[config.mk]
export PLATFORM = sky130hd
export DESIGN_NAME = fetch_unit
export DESIGN_NICKNAME = d
export VERILOG_FILES = /design/src/rtl/rv32_fetch_pkg.sv /design/src/rtl/fetch_fifo.sv /design/src/rtl/fetch_unit.sv
export SDC_FILE = /design/constraint.sdc
export NUM_CORES = 1
export LEC_CHECK = 0
export CAP_MARGIN = 20
export CORE_MARGIN = 3
export CORE_UTILIZATION = 57
export DETAILED_ROUTE_END_ITERATION = 10
export HOLD_SLACK_MARGIN = 0.06
export PLACE_DENSITY = 0.91
export RECOVER_POWER = 100
export REMOVE_ABC_BUFFERS = 1
export SKIP_LAST_GASP = 1
export SLEW_MARGIN = 20
export SYNTH_ARGS = -nofsm -noshare
export SYNTH_HDL_FRONTEND = slang
export SYNTH_SLANG_ARGS = --single-unit
[constraint.sdc]
create_clock -name clk -period 5 [get_ports clk]
set_clock_uncertainty 0.2 [all_clocks]
set_input_delay 0.5 -clock clk [delete_from_list [all_inputs] [get_ports clk]]
set_output_delay 0.5 -clock clk [all_outputs]
set_load 0.005 [all_outputs]
[src/rtl/rv32_fetch_pkg.sv]
// Shared types and constants for the RV32I instruction-fetch stage.
package rv32_fetch_pkg;

  localparam logic [31:0] RESET_PC_DEFAULT = 32'h0100_0000;
  localparam logic [31:0] INST_NOP         = 32'h0000_0013;

  typedef enum logic {
    RUN    = 1'b0,
    HALTED = 1'b1
  } fetch_state_e;

  typedef struct packed {
    logic [31:0] pc;
    logic [31:0] inst;
  } fetch_entry_t;

endpackage

[src/rtl/fetch_fifo.sv]
// Synchronous FIFO with flush and occupancy count; head reads as zero when empty.
module fetch_fifo #(
  parameter type         T     = logic [31:0],
  parameter int unsigned DEPTH = 4,
  localparam int unsigned AW   = (DEPTH > 1) ? $clog2(DEPTH) : 1,
  localparam int unsigned CW   = $clog2(DEPTH) + 1
) (
  input  logic          clk,
  input  logic          rst_n,
  input  logic          flush,
  input  logic          push,
  input  T              wr_data,
  input  logic          pop,
  output T              rd_data,
  output logic [CW-1:0] count
);

  T              mem_q [DEPTH];
  logic [AW-1:0] wr_ptr_q, wr_ptr_d;
  logic [AW-1:0] rd_ptr_q, rd_ptr_d;
  logic [CW-1:0] count_q, count_d;
  logic          do_push, do_pop;

  always_comb begin
    do_push  = push && (count_q != CW'(DEPTH));
    do_pop   = pop && (count_q != '0);
    wr_ptr_d = wr_ptr_q;
    rd_ptr_d = rd_ptr_q;
    count_d  = count_q;
    if (flush) begin
      wr_ptr_d = '0;
      rd_ptr_d = '0;
      count_d  = '0;
    end else begin
      if (do_push) wr_ptr_d = wr_ptr_q + AW'(1);
      if (do_pop)  rd_ptr_d = rd_ptr_q + AW'(1);
      count_d = count_q + CW'(do_push) - CW'(do_pop);
    end
  end

  always_ff @(posedge clk or negedge rst_n) begin
    if (!rst_n) begin
      wr_ptr_q <= '0;
      rd_ptr_q <= '0;
      count_q  <= '0;
    end else begin
      wr_ptr_q <= wr_ptr_d;
      rd_ptr_q <= rd_ptr_d;
      count_q  <= count_d;
    end
  end

  always_ff @(posedge clk) begin
    if (do_push && !flush) mem_q[wr_ptr_q] <= wr_data;
  end

  assign rd_data = (count_q != '0) ? mem_q[rd_ptr_q] : '0;
  assign count   = count_q;

endmodule

[src/rtl/fetch_unit.sv]
// RV32I fetch stage: owns the PC, issues credit-limited imem requests and
// buffers in-order responses for the decoder; handles redirect and halt.
module fetch_unit
  import rv32_fetch_pkg::*;
#(
  parameter logic [31:0] RESET_PC = RESET_PC_DEFAULT,
  parameter int unsigned DEPTH    = 4
) (
  input  logic        clk,
  input  logic        rst,
  output logic        imem_req_valid,
  output logic [31:0] imem_req_addr,
  input  logic        imem_req_ready,
  input  logic        imem_rsp_valid,
  input  logic [31:0] imem_rsp_data,
  input  logic        redirect_valid,
  input  logic [31:0] redirect_pc,
  input  logic        halt,
  output logic        inst_valid,
  output logic [31:0] inst,
  output logic [31:0] inst_pc,
  input  logic        inst_ready,
  output logic        halted
);

  localparam int unsigned CW      = $clog2(DEPTH) + 1;
  localparam logic [CW:0] CREDITS = (CW+1)'(DEPTH);

  fetch_state_e  state_q, state_d;
  logic          active_q, active_d;
  logic [31:0]   pc_q, pc_d;
  logic [CW-1:0] discard_q, discard_d;

  logic [CW-1:0] tag_count, iq_count;
  logic [31:0]   tag_head;
  fetch_entry_t  iq_head, iq_wr;
  logic          running, pop, req_fire, rsp_fire;
  logic          halt_fire, redir_fire, iq_push, iq_flush;
  logic [CW:0]   in_flight;

  always_comb begin
    active_d   = 1'b1;
    running    = active_q && (state_q == RUN);
    inst_valid = running && (iq_count != '0);
    pop        = inst_valid && inst_ready;
    halt_fire  = running && halt && pop;
    redir_fire = running && redirect_valid && !halt_fire;

    // A response only moves an entry from tag queue to instruction queue, so
    // the sum is the true in-flight count; a same-cycle pop frees one credit.
    in_flight      = {1'b0, tag_count} + {1'b0, iq_count} - (CW+1)'(pop);
    imem_req_valid = running && !redirect_valid && (in_flight < CREDITS);
    req_fire       = imem_req_valid && imem_req_ready;
    rsp_fire       = imem_rsp_valid && (tag_count != '0);

    iq_flush = halt_fire || redir_fire;
    iq_push  = running && rsp_fire && (discard_q == '0);
    iq_wr    = '{pc: tag_head, inst: imem_rsp_data};

    state_d = halt_fire ? HALTED : state_q;

    pc_d = pc_q;
    if (redir_fire)    pc_d = redirect_pc & 32'hFFFF_FFFC;
    else if (req_fire) pc_d = pc_q + 32'd4;

    discard_d = discard_q;
    if (rsp_fire && (discard_q != '0)) discard_d = discard_q - CW'(1);
    // Everything still outstanding after this cycle's response belongs to the old path.
    if (redir_fire) discard_d = tag_count - CW'(rsp_fire);
  end

  always_ff @(posedge clk or negedge rst) begin
    if (!rst) begin
      state_q   <= RUN;
      active_q  <= 1'b0;
      pc_q      <= RESET_PC;
      discard_q <= '0;
    end else begin
      state_q   <= state_d;
      active_q  <= active_d;
      pc_q      <= pc_d;
      discard_q <= discard_d;
    end
  end

  fetch_fifo #(
    .T     (logic [31:0]),
    .DEPTH (DEPTH)
  ) u_tag_q (
    .clk     (clk),
    .rst_n   (rst),
    .flush   (1'b0),
    .push    (req_fire),
    .wr_data (pc_q),
    .pop     (rsp_fire),
    .rd_data (tag_head),
    .count   (tag_count)
  );

  fetch_fifo #(
    .T     (fetch_entry_t),
    .DEPTH (DEPTH)
  ) u_inst_q (
    .clk     (clk),
    .rst_n   (rst),
    .flush   (iq_flush),
    .push    (iq_push),
    .wr_data (iq_wr),
    .pop     (pop),
    .rd_data (iq_head),
    .count   (iq_count)
  );

  assign imem_req_addr = pc_q;
  assign inst          = iq_head.inst;
  assign inst_pc       = iq_head.pc;
  assign halted        = (state_q == HALTED);

endmodule

==> run metrics <==
worst min path class primary input to flop; Clock Latency Late Sink 530 ps; placed inst area 19400 um^2; Starting Density 58.8%; Static Leak 6.88 nW; IO buf count between 150 and 200; Synth Instances 943; Hold Vio Cnt, Final 0; Die ar. 32300 um^2; Max Transition Viols Final 83; Die X about 180 um; drt drc 0; core area 29200 um^2; synth top area cells edfxtp_1 65%, mux4_2 12%, dfrtp_1 7.0%, and2_1 2.8%, ha_1 1.6%; min Tclk post-route roughly 4500 ps; gp weighted congestion 0.829; max cap viols 2; status complete, but fails checks; post-route setup TNS 0 ps; Avg Cell Area, Syn 18.2 um^2; layout cells sized above 1 15.8%; violated checks capacitance limit, slew limit; Crit Path Max Fanout 30; first-pass GRT wire length 57.6 mm; Setup Crit Path Kind flop to flop; CP startpoint kind flop; vias in the first global route 9943; ANT nets after route 0; power share of the clock group 26.8%; Mapped Area 17200 um^2; Total Wirelength 37.1 mm; unrepaired setup endpoints after global routing false; H-tree levels 2; diodes inserted 0; Max IR drop VDD a little over 400 uV; number of synthesized flops with an enable pin 372; DR iter-0 viols 818; CTS tree yes; register clock-pin slew on the reported worst setup and hold paths 60 ps; GRT Total Usage 23.0%; post-CTS setup buffers 0; vias per cell 6.12; total CTS buffers slightly above 40; via count roughly 9500; Gate power share 29.6%; Sequential Power Share between 40% and 50%; GRT overflow 0; DR pass1 iterations 7; worst-margin pin slew 2740 ps; root buf cell clkbuf_16; maximum operating frequency 0.222 GHz; sequential cell area fraction in the yosys report 72.1%; Final Net Count 1226; synth cell count leaders 372 x edfxtp_1, 93 x mux4_2, 78 x and2_1; Post-synth ARST share 11.6%; Final Cell Area ~21000 um^2; largest net degree at the start of global routing 66; Final period util about nine tenths; top-count cell post-synth edfxtp_1; synthesized flop and latch total 421; endpoints failing setup 0; cell row count 62; Synth area leader edfxtp_1; post-synth top area share ~65%; post_cts resized 0; Sink Count 421; Top FF cell, synth edfxtp_1; HPWL after DPL 21.6 mm; synth warn 0; Crit. End Element flop; die height about 180 um; CP required 4950 ps; worst rel slew slack -82.7%; Pint 7.93 mW; Sw Ratio 29.4%; maximum clock path buffer count 3; P_sw 3.30 mW; post-DR wirelength/cell 24.0 um; number of antenna violations at the first check in global routing 0; Worst EP arrival between 4000 and 5000 ps; I/O pins 170; Power Dens Cells approximately 540 nW/um^2; area delta synth->final 20.2%; post-synthesis cell type count 51
[per-stage QoR]
step | setup slack (ps) | instances | hold WS (ps) | utilization [%] | power (mW)
global route | 272 | 1547 | 312 | 70.7 | 11.8
finish | 497 | 1547 | 314 | 70.7 | 11.2
floorplan | 487 | 901 | 4.41 | - | 6.69
global placement | 847 | 1471 | 326 | 66.4 | 8.21
detailed placement | 745 | 1471 | 334 | 66.4 | 8.35
CTS | 556 | 1547 | 298 | 70.9 | 11.4
[layout make-up]
class	count	area (um^2)
clock buffer	57	1160
sequential	421	12400
timing repair buffer	187	1860
tap	384	480
inverter	26	97.6
multi-input combinational	454	4520
fill	1735	8560
clock inverter	18	164
[cells in the final DEF (no fill, tap or decap), types with 14 or more instances in the layout]
cell type	n
clkbuf_16	43
dlygate4sd3_1	83
o21ai_0	24
dfrtp_1	46
nor2_1	22
mux4_2	93
inv_1	26
and2_1	23
nor2b_1	34
nand2_1	35
and2_0	52
edfxtp_1	372
clkdlybuf4s50_1	82
xnor2_1	22
ha_1	22
a31oi_1	14
[cell families after synthesis]
logic type                 after synthesis  share of synthesized area (%)
AOI/OAI and AO/OA                       75                           3.05
xor gates and xnor gates                29                           1.48
DFF                                    421                           72.1
adders and majority gates               24                           1.83
and+or+nand+nor                        222                           7.40
other                                    2                         0.0437
muxes                                   97                           12.4
buffers and inverters                   73                           1.72
[power groups by stage]
stage / logic (mW) / clock network [mW] / registers [mW]
2_1_floorplan: 1.77 / 0 / 4.91
3_3_place_gp: 3.30 / 0 / 4.91
3_5_place_dp: 3.41 / 0 / 4.94
4_1_cts: 3.48 / 3.06 / 4.88
5_1_grt: 3.62 / 3.20 / 4.93
6_report: 3.33 / 3.02 / 4.89
[path summary, 6_finish.rpt]
check,start,end,slack (ps),cells past startpoint
worst max-delay path,u_inst_q.count[2],u_tag_q.mem_q[2][5],500,11
worst min-delay path,redirect_pc[16],imem_req_addr[16],310,3
worst max register to register,u_inst_q.count[2],u_tag_q.mem_q[2][5],500,11
worst min register to register,halted,halted,350,1
max in group asynchronous,rst,u_inst_q.rd_ptr_q[0],1400,3
min in group asynchronous,rst,active_q,1280,3
[metal layers]
metal | up-vias | track usage (%) | part of all wire [%]
met5 | - | 0 | 0
met4 | 0 | 7.86 | 3.3
met3 | 87 | 4.02 | 6.7
li1 | 4057 | - | -
met1 | 4847 | 30.9 | 40
met2 | 474 | 38.6 | 50
[flip-flops by register name, indices dropped and copies added, names as in the netlist]
| name | flops |
|---|---|
| u_inst_q.mem_q | 252 |
| imem_req_addr | 30 |
| u_tag_q.mem_q | 120 |
| u_inst_q.rd_ptr_q | 2 |
| halted | 1 |
| u_tag_q.count | 3 |
| active_q | 1 |
| discard_q | 3 |
| u_inst_q.wr_ptr_q | 2 |
| u_inst_q.count | 3 |
| u_tag_q.wr_ptr_q | 2 |
| u_tag_q.rd_ptr_q | 2 |
[worst max-delay path, stage by stage, from the launching register on]
cell      delay [ps]
dfrtp_1          440
or3_2            480
and3_1           190
ha_1             170
inv_1             50
ha_1             210
and3b_4          210
nor4_4           350
o21ai_0          310
a31oi_1          590
and2_0           220
clkbuf_2         690
[timing repair]
item | in CTS | in global routing
setup endpoints to repair | 0 | 0
hold buffers | 1 | 0
hold endpoints to repair | 48 | 0
(Power assumes the default switching activity.)
